--- src/rtl/paula_diskdma_pkg.sv ---
// Shared definitions for the Paula disk DMA sequencer: register addresses,
// DSKLEN field layout, FIFO geometry and the sequencer state encoding.
package paula_diskdma_pkg;

   localparam logic [8:0] DSKLEN  = 9'h024;
   localparam logic [8:0] DSKDAT  = 9'h026;
   localparam logic [8:0] DSKDATR = 9'h008;

   localparam int DSKLEN_LEN_MSB = 13;
   localparam int DSKLEN_WR_BIT  = 14;
   localparam int DSKLEN_EN_BIT  = 15;

   localparam int FIFO_DEPTH = 4;
   localparam int FIFO_AW    = $clog2(FIFO_DEPTH);
   localparam logic [2:0]         LEVEL_FULL = 3'(FIFO_DEPTH);
   localparam logic [FIFO_AW-1:0] PTR_ONE    = FIFO_AW'(1);

   typedef enum logic [2:0] {
      ST_IDLE      = 3'd0,
      ST_ARMED     = 3'd1,
      ST_WAIT_SYNC = 3'd2,
      ST_READ      = 3'd3,
      ST_WRITE     = 3'd4,
      ST_DONE      = 3'd5
   } dsk_state_t;

   // The bus carries word addresses [8:1]; compare against a byte register address.
   function automatic logic addr_hit(input logic [7:0] addr, input logic [8:0] reg_byte);
      return addr == reg_byte[8:1];
   endfunction

endpackage

--- src/rtl/paula_diskdma_fifo.sv ---
// 4x16 word FIFO between the MFM shifter and the chip bus. Push and pop may
// occur in the same cycle; push is refused when full, pop when empty.
module paula_diskdma_fifo
   import paula_diskdma_pkg::*;
(
   input  logic        clk,
   input  logic        reset_n,
   input  logic        clk7_en,
   input  logic        flush,
   input  logic        push,
   input  logic        pop,
   input  logic [15:0] din,
   output logic [15:0] dout,
   output logic        full,
   output logic        empty,
   output logic [2:0]  level
);

   logic [15:0]        mem_r [FIFO_DEPTH];
   logic [FIFO_AW-1:0] wptr_r;
   logic [FIFO_AW-1:0] rptr_r;
   logic [2:0]         level_r;
   logic               push_s;
   logic               pop_s;

   assign full   = (level_r == LEVEL_FULL);
   assign empty  = (level_r == 3'd0);
   assign level  = level_r;
   assign dout   = mem_r[rptr_r];
   assign push_s = clk7_en & push & ~full & ~flush;
   assign pop_s  = clk7_en & pop & ~empty & ~flush;

   // Pointer and occupancy tracking; a flush overrides any same-cycle push or pop.
   always_ff @(posedge clk or negedge reset_n) begin
      if (!reset_n) begin
         wptr_r  <= '0;
         rptr_r  <= '0;
         level_r <= 3'd0;
      end else if (clk7_en && flush) begin
         wptr_r  <= '0;
         rptr_r  <= '0;
         level_r <= 3'd0;
      end else begin
         if (push_s) begin
            wptr_r <= wptr_r + PTR_ONE;
         end
         if (pop_s) begin
            rptr_r <= rptr_r + PTR_ONE;
         end
         case ({push_s, pop_s})
            2'b10:   level_r <= level_r + 3'd1;
            2'b01:   level_r <= level_r - 3'd1;
            default: level_r <= level_r;
         endcase
      end
   end

   // Word storage; contents are don't-care while empty, so no reset is needed.
   always_ff @(posedge clk) begin
      if (push_s) begin
         mem_r[wptr_r] <= din;
      end
   end

endmodule

--- src/rtl/paula_diskdma_ctl.sv ---
// Paula disk DMA sequencer: decodes DSKLEN, tracks the remaining word count,
// requests DMA slots from Agnus and moves words through the 4-word FIFO.
module paula_diskdma_ctl
   import paula_diskdma_pkg::*;
(
   input  logic        clk,
   input  logic        reset_n,
   input  logic        clk7_en,
   input  logic [7:0]  reg_address_in,
   input  logic [15:0] data_in,
   output logic [15:0] data_out,
   input  logic        dmaen,
   input  logic        wordsync,
   input  logic        sync_match,
   input  logic        sh_push,
   input  logic [15:0] sh_word,
   input  logic        sh_pull,
   output logic [15:0] sh_dout,
   output logic        dmal,
   output logic        dmas,
   output logic        int_dskblk,
   output logic        busy,
   output logic        overrun,
   output logic        underrun
);

   dsk_state_t  state_r;
   logic [13:0] len_r;
   logic [13:0] count_r;
   logic [13:0] push_left_r;
   logic        wr_r;
   logic        dmas_r;
   logic        overrun_r;
   logic        underrun_r;
   logic [15:0] sh_dout_r;

   logic        dsklen_wr_s;
   logic        rd_grant_s;
   logic        wr_grant_s;
   logic        sh_push_ok_s;
   logic        sh_pull_ok_s;
   logic        wr_done_s;
   logic        count_nz_s;
   logic        fifo_flush_s;
   logic        fifo_push_s;
   logic        fifo_pop_s;
   logic [15:0] fifo_din_s;
   logic [15:0] fifo_head_s;
   logic        fifo_full_s;
   logic        fifo_empty_s;
   logic [2:0]  fifo_level_s;

   assign count_nz_s   = (count_r != 14'd0);
   assign dsklen_wr_s  = clk7_en & addr_hit(reg_address_in, DSKLEN);
   assign rd_grant_s   = clk7_en & dmaen & (state_r == ST_READ)  & addr_hit(reg_address_in, DSKDATR);
   assign wr_grant_s   = clk7_en & dmaen & (state_r == ST_WRITE) & addr_hit(reg_address_in, DSKDAT);
   assign sh_push_ok_s = clk7_en & sh_push & (state_r == ST_READ) & (push_left_r != 14'd0);
   assign sh_pull_ok_s = clk7_en & sh_pull & (state_r == ST_WRITE);
   // The last pull empties the FIFO only if no bus word lands in the same cycle.
   assign wr_done_s    = sh_pull_ok_s & dmaen & ~count_nz_s & (fifo_level_s == 3'd1) & ~wr_grant_s;

   assign fifo_flush_s = (dsklen_wr_s & ~data_in[DSKLEN_EN_BIT]) | (state_r == ST_DONE);
   assign fifo_push_s  = (sh_push_ok_s | wr_grant_s) & ~fifo_full_s;
   assign fifo_pop_s   = rd_grant_s | sh_pull_ok_s;

   assign data_out   = (rd_grant_s && !fifo_empty_s) ? fifo_head_s : 16'h0000;
   assign sh_dout    = sh_dout_r;
   assign dmas       = dmas_r;
   assign busy       = (state_r != ST_IDLE) && (state_r != ST_ARMED);
   assign int_dskblk = (state_r == ST_DONE) & clk7_en;
   assign overrun    = overrun_r;
   assign underrun   = underrun_r;

   // FIFO write data: shifter words on the read path, bus words on the write path.
   always_comb begin
      fifo_din_s = 16'h0000;
      if (state_r == ST_WRITE) begin
         fifo_din_s = data_in;
      end else begin
         fifo_din_s = sh_word;
      end
   end

   // DMA request: read side needs data to hand over, write side needs room.
   always_comb begin
      dmal = 1'b0;
      case (state_r)
         ST_READ:  dmal = dmaen & ~fifo_empty_s & count_nz_s;
         ST_WRITE: dmal = dmaen & ~fifo_full_s & count_nz_s;
         default:  dmal = 1'b0;
      endcase
   end

   // Sequencer: DSKLEN decode, count tracking, completion and sticky error flags.
   always_ff @(posedge clk or negedge reset_n) begin
      if (!reset_n) begin
         state_r     <= ST_IDLE;
         len_r       <= 14'd0;
         count_r     <= 14'd0;
         push_left_r <= 14'd0;
         wr_r        <= 1'b0;
         dmas_r      <= 1'b0;
         overrun_r   <= 1'b0;
         underrun_r  <= 1'b0;
      end else if (clk7_en) begin
         if (dsklen_wr_s && !data_in[DSKLEN_EN_BIT]) begin
            state_r     <= ST_IDLE;
            count_r     <= 14'd0;
            push_left_r <= 14'd0;
            dmas_r      <= 1'b0;
            overrun_r   <= 1'b0;
            underrun_r  <= 1'b0;
         end else begin
            case (state_r)
               ST_IDLE: begin
                  if (dsklen_wr_s) begin
                     state_r <= ST_ARMED;
                     len_r   <= data_in[DSKLEN_LEN_MSB:0];
                     wr_r    <= data_in[DSKLEN_WR_BIT];
                  end
               end
               ST_ARMED: begin
                  if (dsklen_wr_s) begin
                     count_r     <= len_r;
                     push_left_r <= len_r;
                     dmas_r      <= wr_r;
                     if (len_r == 14'd0) begin
                        state_r <= ST_DONE;
                     end else if (wr_r) begin
                        state_r <= ST_WRITE;
                     end else if (wordsync) begin
                        state_r <= ST_WAIT_SYNC;
                     end else begin
                        state_r <= ST_READ;
                     end
                  end
               end
               ST_WAIT_SYNC: begin
                  if (sync_match && dmaen) begin
                     state_r <= ST_READ;
                  end
               end
               ST_READ: begin
                  if (sh_push_ok_s) begin
                     if (fifo_full_s) begin
                        overrun_r <= 1'b1;
                     end else begin
                        push_left_r <= push_left_r - 14'd1;
                     end
                  end
                  if (rd_grant_s && count_nz_s) begin
                     count_r <= count_r - 14'd1;
                     if (count_r == 14'd1) begin
                        state_r <= ST_DONE;
                     end
                  end
               end
               ST_WRITE: begin
                  if (sh_pull_ok_s && fifo_empty_s) begin
                     underrun_r <= 1'b1;
                  end
                  if (wr_grant_s && count_nz_s) begin
                     count_r <= count_r - 14'd1;
                  end
                  if (wr_done_s) begin
                     state_r <= ST_DONE;
                  end
               end
               ST_DONE: begin
                  state_r <= ST_IDLE;
                  dmas_r  <= 1'b0;
               end
               default: begin
                  state_r <= ST_IDLE;
               end
            endcase
         end
      end
   end

   // Write-path output word: FIFO head on each pull, fill pattern when starved.
   always_ff @(posedge clk or negedge reset_n) begin
      if (!reset_n) begin
         sh_dout_r <= 16'h0000;
      end else if (sh_pull_ok_s) begin
         sh_dout_r <= fifo_empty_s ? 16'hAAAA : fifo_head_s;
      end
   end

   paula_diskdma_fifo u_fifo (
      .clk     (clk),
      .reset_n (reset_n),
      .clk7_en (clk7_en),
      .flush   (fifo_flush_s),
      .push    (fifo_push_s),
      .pop     (fifo_pop_s),
      .din     (fifo_din_s),
      .dout    (fifo_head_s),
      .full    (fifo_full_s),
      .empty   (fifo_empty_s),
      .level   (fifo_level_s)
   );

endmodule

--- config.mk ---
export PLATFORM = sky130hd
export DESIGN_NAME = paula_diskdma_ctl
export DESIGN_NICKNAME = d
export VERILOG_FILES = /design/src/rtl/paula_diskdma_pkg.sv /design/src/rtl/paula_diskdma_fifo.sv /design/src/rtl/paula_diskdma_ctl.sv
export SDC_FILE = /design/constraint.sdc
export NUM_CORES = 1
export LEC_CHECK = 0
export CORE_ASPECT_RATIO = 0.8
export CORE_MARGIN = 2
export CORE_UTILIZATION = 30
export DETAILED_ROUTE_END_ITERATION = 7
export GPL_TIMING_DRIVEN = 0
export PLACE_DENSITY_LB_ADDON = 0.25
export REMOVE_ABC_BUFFERS = 1
export SYNTH_ARGS = -nofsm -noshare
export SYNTH_HDL_FRONTEND = slang
export SYNTH_SLANG_ARGS = --single-unit
--- constraint.sdc ---
create_clock -name clk -period 2.8 [get_ports clk]
set_input_delay 0.56 -clock clk [delete_from_list [all_inputs] [get_ports clk]]
set_output_delay 0.56 -clock clk [all_outputs]
set_load 0.02 [all_outputs]
==> impl_table.tex, run 1 <==
\begin{tabular}{lr}
\hline
Metric & Value \\
\hline
\multicolumn{2}{l}{\textbf{Pwr}} \\
\quad Total internal power & $\sim$3.8 mW \\
\quad Combinational Power Share & approximately 16\% \\
\quad Clock network power share & 42.8\% \\
\quad Psw & about 1.6 mW \\
\quad Switching Fraction & 28.8\% \\
\quad Leakage power of the design & about 3.5 nW \\
\quad Worst vdd ir & 0.367 mV \\
\quad Fraction of power consumed by sequential logic & 41.3\% \\
\quad Pwr Density & between 500 and 600 mW/mm² \\
\multicolumn{2}{l}{\textbf{Die}} \\
\quad Io pins & 86 \\
\quad Standard-cell row count & $\sim$50 \\
\quad Overall die height & 139 µm \\
\quad Die width & about 170 µm \\
\quad Initial Util & 30.6\% \\
\quad Floorplan Core Area & about 0.023 mm² \\
\quad Die ar. & approximately 0.024 mm² \\
\multicolumn{2}{l}{\textbf{Critical path}} \\
\quad Worst-case register-to-register setup slack & around 0.050 ns \\
\quad Critical path launch point type & input pin \\
\quad Highest net fanout along the worst path & 8 \\
\quad Nature of the critical path endpoint & output port \\
\quad Worst Setup Path Type & in -> out \\
\quad Data required time at the worst endpoint & 2.24 ns \\
\quad Data arrival time of the critical path & roughly 2.4 ns \\
\multicolumn{2}{l}{\textbf{Run status}} \\
\quad Violations in the final reports & setup timing \\
\quad Result of the run & finished, violations left \\
\multicolumn{2}{l}{\textbf{Clock network}} \\
\quad Clock input transition at the sequential cells of the worst setup and hold paths & roughly 0.07 ns \\
\quad Clock buffer depth & 2 \\
\quad Number of H-tree levels & 4 \\
\quad CTS tree & built \\
\quad CTS root buffer & sky130\_fd\_sc\_hd\_\_clkbuf\_16 \\
\quad Clk Latency, worst-skew pair & $\sim$0.43 ns \\
\quad Clock Sink Count & roughly 140 \\
\quad Hold Buf Count CTS & 0 \\
\quad Number of CTS-inserted buffers & 17 \\
\multicolumn{2}{l}{\textbf{Timing}} \\
\quad Final clock skew & around 0.013 ns \\
\quad Highest clock rate & between 300 and 400 MHz \\
\quad Total count of hold-check failures in the final report & 0 \\
\quad Crit path setup slack, layout & -0.126 ns \\
\quad Setup repair after global routing missed its margin & true \\
\quad Slew headroom & roughly 41\% \\
\quad Hold\_ws & between 0.007 and 0.008 ns \\
\quad Sum Neg Setup Slack & -1.84 ns \\
\quad Clock period minus final worst setup slack & just under 3 ns \\
\quad Slew at the pin closest to its max-slew limit & just under 0.9 ns \\
\quad Final period util & 105\% \\
\quad Slew Limit Fails & 0 \\
\quad Final Setup Violations & 16 \\
\multicolumn{2}{l}{\textbf{Route}} \\
\quad Violation count after the first detailed-route iteration & 545 \\
\quad Router iterations before antenna repair & 5 \\
\quad Detailed-route via count & roughly 5500 \\
\quad Routed via count divided by cell count & around 5.5 \\
\quad DR WL/cell & around 20 µm \\
\quad Final WL & 20.6 mm \\
\quad DRC violation count after routing & 0 \\
\quad Remaining antenna violation count after routing & 0 \\
\multicolumn{2}{l}{\textbf{Final layout}} \\
\quad Number of diodes added for antenna fixing & 0 \\
\quad Commonest non-fill, non-tap cells in the layout & sky130\_fd\_sc\_hd\_\_dfrtp\_1, sky130\_fd\_sc\_hd\_\_edfxtp\_1, sky130\_fd\_sc\_hd\_\_clkdlybuf4s50\_1 \\
\quad Nets@finish & around 750 \\
\quad Most common cell after layout, fill and taps aside & sky130\_fd\_sc\_hd\_\_dfrtp\_1 \\
\quad Final standard cell count with taps included and fillers excluded & about 1000 \\
\quad Final instance area & $\sim$0.009 mm² \\
\quad Layout Utilization & around two fifths \\
\quad Share of post-route cells with drive strength above 1 & between 20\% and 30\% \\
\quad Filler cells & 2122 \\
\quad Layout area overhead & 31.4\% \\
\multicolumn{2}{l}{\textbf{Logic synthesis}} \\
\quad Gate count of the mapped netlist & 588 \\
\quad Cell type with the highest aggregate area in the netlist & sky130\_fd\_sc\_hd\_\_edfxtp\_1 \\
\quad Netlist area before placement & between 0.006 and 0.007 mm² \\
\quad Portion of the post-synthesis area used by sequential elements & a little over half \\
\quad Number of warnings issued by yosys & 0 \\
\quad Most common flop cell mapped by yosys & sky130\_fd\_sc\_hd\_\_dfrtp\_1 \\
\quad Top cell type's share of synthesized area & between 20\% and 30\% \\
\quad Async S/R FF share, synth & a little over half \\
\quad Number of distinct library cells after synthesis & 69 \\
\quad Mean post-synth cell area & about 12 µm² \\
\quad Number of flops mapped to enable cells by yosys & 64 \\
\quad Synth Register Bits & about 140 \\
\quad Top area cells in the synthesized netlist & sky130\_fd\_sc\_hd\_\_edfxtp\_1, sky130\_fd\_sc\_hd\_\_dfrtp\_1, sky130\_fd\_sc\_hd\_\_mux4\_2, sky130\_fd\_sc\_hd\_\_mux2\_2, sky130\_fd\_sc\_hd\_\_o21ai\_0 \\
\multicolumn{2}{l}{\textbf{Global route}} \\
\quad Pin count of the biggest net entering global routing & 57 \\
\quad Global-route wire length before repair & around 32 mm \\
\quad Met2 Track Usage GR & about 26\% \\
\quad Global-route usage over all layers & 17.3\% \\
\quad Number of antenna violations at the first check in global routing & 0 \\
\quad Most congested layer reported by global routing & met2 \\
\quad Gr ovfl total & 0 \\
\quad Met3 layer usage reported by global route & 4.02\% \\
\quad Vias in the first global route & 5474 \\
\quad Met1 track demand over resource in global routing & $\sim$25\% \\
\multicolumn{2}{l}{\textbf{Place}} \\
\quad Number of input and output port buffers inserted & 85 \\
\quad RD Place Congestion & approximately 0.88 \\
\quad Placed Instances & around 950 \\
\quad Area post-placement & around 0.008 mm² \\
\quad Sum of net half-perimeters after detailed placement & $\sim$14 mm \\
\multicolumn{2}{l}{\textbf{Job}} \\
\quad Maximum capacitance violations & 0 \\
\multicolumn{2}{l}{\textbf{Min path}} \\
\quad Class of the most critical hold timing path & in -> async \\
\hline
\end{tabular}
[cell families (layout without fill, tap and decap cells)]
logic type / after synthesis / in the layout / synth area share, %
buf+inv: 47 / 155 / 2.60
flops: 136 / 136 / 54.1
mux: 50 / 50 / 10.8
fa+ha+maj: 12 / 12 / 2.18
compound gates: 153 / 153 / 14.7
simple gates: 185 / 188 / 15.0
xor+xnor: 5 / 5 / 0.637
[registers in the layout, summed over array words and instances (netlist names)]
name           cells
u_fifo.mem_r      64
sh_dout           16
count_r           14
len_r             14
push_left_r       14
state_r            3
u_fifo.level       3
u_fifo.rptr_r      2
u_fifo.wptr_r      2
dmas               1
overrun            1
underrun           1
wr_r               1
[power by group through the flow]
stage	Sequential, mW	Clock (mW)	Combinational (mW)
6_report	2.23	2.31	0.857
3_5_place_dp	2.25	0	0.754
4_1_cts	2.22	2.35	0.821
3_3_place_gp	2.25	0	0.727
5_1_grt	2.24	2.44	0.924
2_1_floorplan	2.25	0	0.444
[cell usage after synthesis, types with 2 or more instances]
library cell               number
sky130_fd_sc_hd__buf_2          2
sky130_fd_sc_hd__o32ai_1        2
sky130_fd_sc_hd__and2_2         4
sky130_fd_sc_hd__nand2b_1       7
sky130_fd_sc_hd__nor4bb_1       2
sky130_fd_sc_hd__nor3_1        18
sky130_fd_sc_hd__nor2_1        48
sky130_fd_sc_hd__and2_1        16
sky130_fd_sc_hd__nand3_1       10
sky130_fd_sc_hd__ha_1          12
sky130_fd_sc_hd__mux2_2        31
sky130_fd_sc_hd__nand2_1       25
sky130_fd_sc_hd__or3_1          4
sky130_fd_sc_hd__o221ai_1       2
sky130_fd_sc_hd__or4_1          5
sky130_fd_sc_hd__a31oi_1        6
sky130_fd_sc_hd__edfxtp_1      64
sky130_fd_sc_hd__o21ai_0       49
sky130_fd_sc_hd__a22oi_1        6
sky130_fd_sc_hd__buf_1          2
sky130_fd_sc_hd__nand4_1        2
sky130_fd_sc_hd__inv_1         15
sky130_fd_sc_hd__xnor2_1        3
sky130_fd_sc_hd__nor4_1         6
sky130_fd_sc_hd__nand3b_1       2
sky130_fd_sc_hd__nor2b_1        4
sky130_fd_sc_hd__and3_1        11
sky130_fd_sc_hd__o211ai_1       5
sky130_fd_sc_hd__clkbuf_1      28
sky130_fd_sc_hd__nor4_2         3
sky130_fd_sc_hd__mux4_2        16
sky130_fd_sc_hd__o22a_1        10
sky130_fd_sc_hd__xor2_1         2
sky130_fd_sc_hd__or3b_2         2
sky130_fd_sc_hd__a22o_1        10
sky130_fd_sc_hd__dfrtp_1       72
sky130_fd_sc_hd__o21ai_1        2
sky130_fd_sc_hd__a21oi_1       34
sky130_fd_sc_hd__or4_4          2
sky130_fd_sc_hd__o31ai_1        8
sky130_fd_sc_hd__mux2i_1        3
sky130_fd_sc_hd__and4_1         3
sky130_fd_sc_hd__o22ai_1        3
sky130_fd_sc_hd__nand4b_1       2
[per-layer routing]
metal	routed length, µm	part of all wire [%]
met1	9860	48
met2	8980	44
met3	1480	7.2
met4	257	1.2
met5	0	0
[worst paths after layout]
check                                  startpoint                   to  depth (start not counted)
worst min register to register         sh_dout[0]           sh_dout[0]                          1
worst max-delay path            reg_address_in[5]         data_out[13]                          7
min in group clk                       sh_dout[0]           sh_dout[0]                          1
worst min-delay path                      reset_n       push_left_r[7]                          1
worst max register to register     push_left_r[7]  u_fifo.mem_r[1][12]                          6
max in group asynchronous                 reset_n     u_fifo.rptr_r[0]                          2
[per-stage QoR]
stage / power (mW) / setup slack, ns
6_report: 5.39 / -0.126
5_1_grt: 5.60 / -0.151
4_1_cts: 5.39 / -0.157
3_5_place_dp: 3.01 / -1.81
3_3_place_gp: 2.98 / -1.85
2_1_floorplan: 2.69 / -0.136
[cell type report]
| cell class | count | area, µm² | share of cell area, % |
|---|---|---|---|
| Sequential cell | 136 | 3730 | 41.3 |
| Tap cell | 306 | 383 | 4.24 |
| Timing Repair Buffer | 108 | 1070 | 11.9 |
| Multi-Input combinational cell | 408 | 3190 | 35.3 |
| Inverter | 15 | 56.3 | 0.623 |
| Clock inverter | 15 | 178 | 1.97 |
| Clock buffer | 17 | 425 | 4.71 |
[worst max-delay path: stages]
cell                     delay (ns)
sky130_fd_sc_hd__buf_8         0.09
sky130_fd_sc_hd__or4_4         0.52
sky130_fd_sc_hd__or4b_4        0.59
sky130_fd_sc_hd__nor2_4        0.18
sky130_fd_sc_hd__buf_8         0.16
sky130_fd_sc_hd__and2_4        0.15
sky130_fd_sc_hd__buf_6         0.11
[repair_timing]
action	4_1_cts	5_1_grt
setup endpoints to repair	137	55
cloned	4	0
setup buffers	17	6
resized for setup	180	12
pin swaps	12	13
Note: power is estimated with default switching activity, not from simulation.
==> run 2: changes to the inputs <==
- GPL_TIMING_DRIVEN: 0 -> default
- PLACE_DENSITY_LB_ADDON: 0.25 -> default
==> impl_table.tex, run 2 (same netlist as run 1, synthesis figures left out) <==
\begin{tabular}{lr}
\hline
Metric & Value \\
\hline
\multicolumn{2}{l}{\textbf{Die}} \\
\quad Io pins & 86 (unchanged) \\
\quad Initial Util & 30.6\% (unchanged) \\
\quad Overall die height & 139 µm (unchanged) \\
\quad Die width & 173 µm (unchanged) \\
\quad Die ar. & 0.0242 mm² (unchanged) \\
\quad Floorplan Core Area & 0.0225 mm² (unchanged) \\
\quad Standard-cell row count & 49 (unchanged) \\
\multicolumn{2}{l}{\textbf{Global route}} \\
\quad Number of antenna violations at the first check in global routing & 0 (unchanged) \\
\quad Gr ovfl total & 0 (unchanged) \\
\quad Global-route wire length before repair & 31.3 mm (-2.4\%) \\
\quad Vias in the first global route & 5386 (-1.6\%) \\
\quad Global-route usage over all layers & 16.5\% (-0.79 points) \\
\quad Pin count of the biggest net entering global routing & 73 (+28\%) \\
\multicolumn{2}{l}{\textbf{Timing}} \\
\quad Slew Limit Fails & 0 (unchanged) \\
\quad Total count of hold-check failures in the final report & 0 (unchanged) \\
\quad Final period util & 104\% (about the same) \\
\quad Setup repair after global routing missed its margin & true \\
\quad Clock period minus final worst setup slack & 2.93 ns (-0.00127 ns) \\
\quad Highest clock rate & 342 MHz (about the same) \\
\quad Final clock skew & 0.0162 ns (+0.00329 ns) \\
\quad Final Setup Violations & 16 (unchanged) \\
\quad Slew headroom & 30.9\% (-10 points) \\
\quad Crit path setup slack, layout & -0.125 ns (+0.00127 ns) \\
\quad Sum Neg Setup Slack & -1.69 ns (+0.146 ns) \\
\quad Slew at the pin closest to its max-slew limit & 1.04 ns (+0.152 ns) \\
\multicolumn{2}{l}{\textbf{Pwr}} \\
\quad Combinational Power Share & 17.2\% (+1.3 points) \\
\quad Leakage power of the design & 3.84 nW (+10\%) \\
\quad Pwr Density & 588 mW/mm² (-1.4\%) \\
\quad Fraction of power consumed by sequential logic & 39.2\% (-2.1 points) \\
\quad Clock network power share & 43.6\% (+0.8 points) \\
\quad Total internal power & 4.04 mW (+5.3\%) \\
\quad Psw & 1.55 mW (-0.33\%) \\
\quad Worst vdd ir & 0.372 mV (+1.4\%) \\
\quad Switching Fraction & 27.7\% (-1.1 points) \\
\multicolumn{2}{l}{\textbf{Final layout}} \\
\quad Most common cell after layout, fill and taps aside & sky130\_fd\_sc\_hd\_\_buf\_4 \\
\quad Nets@finish & 808 (+8.3\%) \\
\quad Layout area overhead & 38.2\% \\
\quad Number of diodes added for antenna fixing & 0 (unchanged) \\
\quad Max FFs per register & 64 (unchanged) \\
\quad Register ranked first by flip-flop count & u\_fifo.mem\_r \\
\quad Filler cells & 2153 (+1.5\%) \\
\quad Share of post-route cells with drive strength above 1 & 30.4\% (+3.0 points) \\
\quad Multi-input gate area & 0.00306 mm² (-4.0\%) \\
\quad Area taken by flip-flops and latches & 0.00372 mm² (-0.27\%) \\
\quad Commonest non-fill, non-tap cells in the layout & sky130\_fd\_sc\_hd\_\_buf\_4, sky130\_fd\_sc\_hd\_\_dfrtp\_1, sky130\_fd\_sc\_hd\_\_edfxtp\_1 \\
\multicolumn{2}{l}{\textbf{Critical path}} \\
\quad Worst Setup Path Type & in -> out \\
\quad Data required time at the worst endpoint & 2.24 ns (about the same) \\
\quad Highest net fanout along the worst path & 8 (unchanged) \\
\quad Worst setup path startpoint & reg\_address\_in[6] \\
\quad Most numerous cell on the critical path & sky130\_fd\_sc\_hd\_\_buf\_6 \\
\quad Reg2Reg Launch Point & push\_left\_r[1] \\
\quad Slowest cell on the critical path & sky130\_fd\_sc\_hd\_\_or4b\_4 \\
\quad Buf+Inv Stages, Crit Path & 3 (unchanged) \\
\quad Nature of the critical path endpoint & output port \\
\quad Critical path launch point type & input pin \\
\quad Data arrival time of the critical path & 2.37 ns (about the same) \\
\quad Kind of cell with the highest combined delay on the critical path & simple AND/OR/NAND/NOR gates \\
\quad Slowest Stage Delay on Critical Path & 0.58 ns (about the same) \\
\quad CP Cell Sequence & buf\_6, or4\_4, or4b\_4, nor2\_4, buf\_8, and2\_4, buf\_6 \\
\multicolumn{2}{l}{\textbf{Run status}} \\
\quad Result of the run & finished, violations left \\
\quad Violations in the final reports & setup timing \\
\multicolumn{2}{l}{\textbf{Clock network}} \\
\quad Number of H-tree levels & 4 (unchanged) \\
\quad CTS root buffer & sky130\_fd\_sc\_hd\_\_clkbuf\_16 \\
\quad Hold Buf Count CTS & 0 (unchanged) \\
\quad Clk Latency, worst-skew pair & 0.41 ns (-0.02 ns) \\
\quad Clock Sink Count & 136 (unchanged) \\
\quad Clock buffer depth & 2 (unchanged) \\
\quad Number of CTS-inserted buffers & 17 (unchanged) \\
\quad Clock input transition at the sequential cells of the worst setup and hold paths & 0.07 ns (about the same) \\
\quad CTS tree & built \\
\multicolumn{2}{l}{\textbf{Place}} \\
\quad RD Place Congestion & 0.862 (-2.1\%) \\
\quad Pre-CTS worst setup slack & -0.983 ns (+0.827 ns) \\
\quad Number of input and output port buffers inserted & 85 (unchanged) \\
\quad Sum of net half-perimeters after detailed placement & 13.8 mm (+0.41\%) \\
\multicolumn{2}{l}{\textbf{Job}} \\
\quad Maximum capacitance violations & 0 (unchanged) \\
\multicolumn{2}{l}{\textbf{Route}} \\
\quad Final WL & 19.4 mm (-5.7\%) \\
\quad Router iterations before antenna repair & 5 (unchanged) \\
\quad Routed via count divided by cell count & 5.19 (-5.2\%) \\
\quad Detailed-route via count & 5543 (+0.64\%) \\
\quad Remaining antenna violation count after routing & 0 (unchanged) \\
\quad DRC violation count after routing & 0 (unchanged) \\
\quad Violation count after the first detailed-route iteration & 513 (-5.9\%) \\
\quad DR WL/cell & 18.2 µm (-11\%) \\
\multicolumn{2}{l}{\textbf{Min path}} \\
\quad Class of the most critical hold timing path & in -> async \\
\hline
\end{tabular}
-- run 2: cell types whose count changed in the layout (fill, tap and decap cells not counted), moves of 4 or more --
cell / change
sky130_fd_sc_hd__buf_12: +8
sky130_fd_sc_hd__dfrtp_2: -5
sky130_fd_sc_hd__and2_2: +4
sky130_fd_sc_hd__buf_4: +58
sky130_fd_sc_hd__dfrtp_1: +6
sky130_fd_sc_hd__and2_4: -5
-- run 2: worst paths after layout --
check / end / depth (start not counted) / slack (ns)
max: data_out[5] / 7 / -0.13
min: overrun / 1 / 0.26
max reg2reg: u_fifo.level[1] / 9 / 0.16
min reg2reg: sh_dout[2] / 1 / 0.51
max in group asynchronous: push_left_r[4] / 1 / 1.80
min in group clk: sh_dout[2] / 1 / 0.51
-- run 2: metrics by stage --
step	area (µm²)	utilization, %	instances	hold slack [ns]	power [mW]
2_1_floorplan	6750	-	556	0.264	2.69
3_3_place_gp	8740	38.8	1032	0.489	3.17
3_5_place_dp	8740	38.8	1032	0.491	3.17
4_1_cts	9540	42.4	1069	0.354	5.63
5_1_grt	9510	42.3	1067	0.380	5.83
6_report	9510	42.3	1067	0.262	5.59
-- run 2: what timing repair did --
item | in CTS | in global routing
gates resized for setup | 145 | 4
gates cloned | 1 | 0
pin swaps | 4 | 5
setup endpoints to repair | 17 | 32
buffers inserted | 4 | 0
-- run 2: worst register-to-register path: cells and delay by family (launching register included) --
kind | cells | cell delay (ns)
AO/OA/AOI/OAI | 3 | 0.53
adder cells (fa/ha/maj) | 1 | 0.18
buffers and inverters | 2 | 0.25
flip-flops | 1 | 0.39
AND/OR/NAND/NOR | 3 | 1.16
-- run 2: power by group through the flow --
| stage | combinational (mW) | clock, mW | sequential [mW] |
|---|---|---|---|
| after global placement | 0.937 | 0 | 2.23 |
| after CTS | 0.951 | 2.49 | 2.19 |
| final | 0.963 | 2.44 | 2.19 |
| after global routing | 1.05 | 2.58 | 2.20 |
| after floorplan | 0.444 | 0 | 2.25 |
| after detailed placement | 0.937 | 0 | 2.23 |
-- run 2: cell type report --
class,instances,area share (%)
clock buffer,17,4.47
sequential,136,39.2
tap,306,4.03
clock inverter,15,2.33
inverter,15,0.592
multi-input combinational,405,32.2
timing repair buffer,173,17.2
-- run 2: routing by layer --
layer / GRT usage [%] / vias to the layer above / share of wire (%)
li1: - / 2569 / -
met1: 26.1 / 2746 / 52
met2: 23.1 / 217 / 41
met3: 3.17 / 11 / 6.4
met4: 3.12 / 0 / 0.47
met5: 0 / - / 0
==> run 3: changes to the inputs <==
- CAP_MARGIN: default -> 25
==> impl_table.tex, run 3 (same netlist as run 1, synthesis figures left out) <==
\begin{tabular}{lr}
\hline
Metric & Value \\
\hline
\multicolumn{2}{l}{\textbf{Die}} \\
\quad Die ar. & 0.0242 mm² (unchanged) \\
\quad Io pins & 86 (unchanged) \\
\quad Initial Util & 30.6\% (unchanged) \\
\quad Overall die height & 139 µm (unchanged) \\
\quad Die width & 173 µm (unchanged) \\
\quad Floorplan Core Area & 0.0225 mm² (unchanged) \\
\quad Standard-cell row count & 49 (unchanged) \\
\multicolumn{2}{l}{\textbf{Global route}} \\
\quad Number of antenna violations at the first check in global routing & 0 (unchanged) \\
\quad Global-route usage over all layers & 16.5\% (unchanged) \\
\quad Pin count of the biggest net entering global routing & 73 (unchanged) \\
\quad Global-route wire length before repair & 31.3 mm (unchanged) \\
\quad Vias in the first global route & 5386 (unchanged) \\
\quad Gr ovfl total & 0 (unchanged) \\
\multicolumn{2}{l}{\textbf{Timing}} \\
\quad Crit path setup slack, layout & -0.125 ns (-0.0000780 ns) \\
\quad Final clock skew & 0.0159 ns (-0.000266 ns) \\
\quad Total count of hold-check failures in the final report & 0 (unchanged) \\
\quad Sum Neg Setup Slack & -1.69 ns (+0.00538 ns) \\
\quad Clock period minus final worst setup slack & 2.93 ns (+0.0000780 ns) \\
\quad Final period util & 104\% (about the same) \\
\quad Slew headroom & 60.1\% (+29 points) \\
\quad Slew at the pin closest to its max-slew limit & 0.594 ns (-0.442 ns) \\
\quad Setup repair after global routing missed its margin & true \\
\quad Highest clock rate & 342 MHz (about the same) \\
\quad Hold\_ws & 0.0133 ns (-0.249 ns) \\
\quad Final Setup Violations & 16 (unchanged) \\
\quad Slew Limit Fails & 0 (unchanged) \\
\multicolumn{2}{l}{\textbf{Critical path}} \\
\quad Data arrival time of the critical path & 2.37 ns (about the same) \\
\quad Nature of the critical path endpoint & output port \\
\quad Highest net fanout along the worst path & 8 (unchanged) \\
\quad R2R Path End & u\_fifo.level[1] \\
\quad Depth of the worst register-to-register path & 9 (unchanged) \\
\quad Reg2Reg Launch Point & push\_left\_r[1] \\
\quad Critical path launch point type & input pin \\
\quad Data required time at the worst endpoint & 2.24 ns (about the same) \\
\quad Worst Setup Path Type & in -> out \\
\quad Worst-case register-to-register setup slack & 0.16 ns (about the same) \\
\multicolumn{2}{l}{\textbf{Min path}} \\
\quad Class of the most critical hold timing path & in -> async \\
\multicolumn{2}{l}{\textbf{Final layout}} \\
\quad Layout Utilization & 42.4\% (+0.12 points) \\
\quad Max FFs per register & 64 (unchanged) \\
\quad Share of post-route cells with drive strength above 1 & 30.4\% (+0.091 points) \\
\quad Layout area overhead & 38.6\% \\
\quad Number of diodes added for antenna fixing & 0 (unchanged) \\
\quad Final instance area & 0.00953 mm² (+0.29\%) \\
\quad Nets@finish & 809 (+0.12\%) \\
\quad Register ranked first by flip-flop count & u\_fifo.mem\_r \\
\quad Most common cell after layout, fill and taps aside & sky130\_fd\_sc\_hd\_\_buf\_4 \\
\quad Final standard cell count with taps included and fillers excluded & 1068 (+0.094\%) \\
\quad Commonest non-fill, non-tap cells in the layout & sky130\_fd\_sc\_hd\_\_buf\_4, sky130\_fd\_sc\_hd\_\_dfrtp\_1, sky130\_fd\_sc\_hd\_\_edfxtp\_1 \\
\multicolumn{2}{l}{\textbf{Pwr}} \\
\quad Final Total Pwr & 5.60 mW (+0.18\%) \\
\quad Worst vdd ir & 0.373 mV (+0.32\%) \\
\quad Leakage power of the design & 3.86 nW (+0.33\%) \\
\quad Pwr Density & 588 mW/mm² (-0.11\%) \\
\multicolumn{2}{l}{\textbf{Job}} \\
\quad Maximum capacitance violations & 0 (unchanged) \\
\multicolumn{2}{l}{\textbf{Place}} \\
\quad Placed Instances & 1032 (unchanged) \\
\quad Number of input and output port buffers inserted & 85 (unchanged) \\
\quad Pre-CTS worst setup slack & -0.983 ns (unchanged) \\
\quad Area post-placement & 0.00874 mm² (unchanged) \\
\quad RD Place Congestion & 0.862 (unchanged) \\
\quad Sum of net half-perimeters after detailed placement & 13.8 mm (unchanged) \\
\multicolumn{2}{l}{\textbf{Route}} \\
\quad Final WL & 19.4 mm (-0.18\%) \\
\quad Violation count after the first detailed-route iteration & 496 (-3.3\%) \\
\quad Router iterations before antenna repair & 5 (unchanged) \\
\quad Routed via count divided by cell count & 5.15 (-0.87\%) \\
\quad DR WL/cell & 18.1 µm (-0.27\%) \\
\quad Detailed-route via count & 5500 (-0.78\%) \\
\quad DRC violation count after routing & 0 (unchanged) \\
\quad Remaining antenna violation count after routing & 0 (unchanged) \\
\multicolumn{2}{l}{\textbf{Clock network}} \\
\quad Clock buffer depth & 2 (unchanged) \\
\quad Number of H-tree levels & 4 (unchanged) \\
\quad Clock input transition at the sequential cells of the worst setup and hold paths & 0.07 ns (about the same) \\
\quad Clock Sink Count & 136 (unchanged) \\
\quad CTS root buffer & sky130\_fd\_sc\_hd\_\_clkbuf\_16 \\
\quad Number of CTS-inserted buffers & 17 (unchanged) \\
\quad CTS tree & built \\
\quad Clk Latency, worst-skew pair & 0.41 ns (about the same) \\
\multicolumn{2}{l}{\textbf{Run status}} \\
\quad Violations in the final reports & setup timing \\
\quad Result of the run & finished, violations left \\
\hline
\end{tabular}
==> run 3: cell types whose count changed in the layout (fill, tap and decap cells not counted) <==
cell,delta
sky130_fd_sc_hd__buf_16,+1
==> run 3: repair_timing <==
| action | 4_1_cts | 5_1_grt |
|---|---|---|
| gates resized for setup | 145 | 4 |
| gates cloned | 1 | 0 |
| pin swaps | 4 | 5 |
| hold buffers | 0 | 0 |
| setup endpoints to repair | 17 | 32 |
| setup buffers | 4 | 0 |
==> run 3: worst max-delay path by stage <==
stage	from	endpoint	cells past startpoint
floorplan	state_r[1]	data_out[0]	4
global placement	reg_address_in[3]	data_out[9]	7
detailed placement	reg_address_in[3]	data_out[1]	7
CTS	reg_address_in[6]	data_out[5]	8
global route	reg_address_in[6]	data_out[11]	7
finish	reg_address_in[6]	data_out[5]	7
==> run 3: routing by layer <==
layer / global-route usage (%) / routed length, µm / vias to the layer above
li1: - / - / 2566
met1: 26.1 / 9930 / 2714
met2: 23.1 / 8060 / 210
met3: 3.17 / 1270 / 10
met4: 3.12 / 98 / 0
met5: 0 / 0 / -
==> run 3: power by group <==
group | internal, mW | switching, mW | total (mW) | leakage (nW)
Sequential | 2.15 | 0.0451 | 2.19 | 1.56
Combinational | 0.439 | 0.531 | 0.970 | 1.98
Clock | 1.46 | 0.981 | 2.44 | 0.314
==> run 3: critical path, stage by stage <==
cell and delay, ns:
sky130_fd_sc_hd__buf_6 0.09, sky130_fd_sc_hd__or4_4 0.52, sky130_fd_sc_hd__or4b_4 0.58, sky130_fd_sc_hd__nor2_4 0.18
sky130_fd_sc_hd__buf_8 0.17, sky130_fd_sc_hd__and2_4 0.15, sky130_fd_sc_hd__buf_6 0.11
==> run 3: area by class of cell <==
cell class | count | area [µm²]
Clock buffer | 17 | 425
Clock inverter | 15 | 221
Fill cell | 2150 | 13000
Inverter | 15 | 56.3
Multi-Input combinational cell | 405 | 3060
Sequential cell | 136 | 3720
Tap cell | 306 | 383
Timing Repair Buffer | 174 | 1660
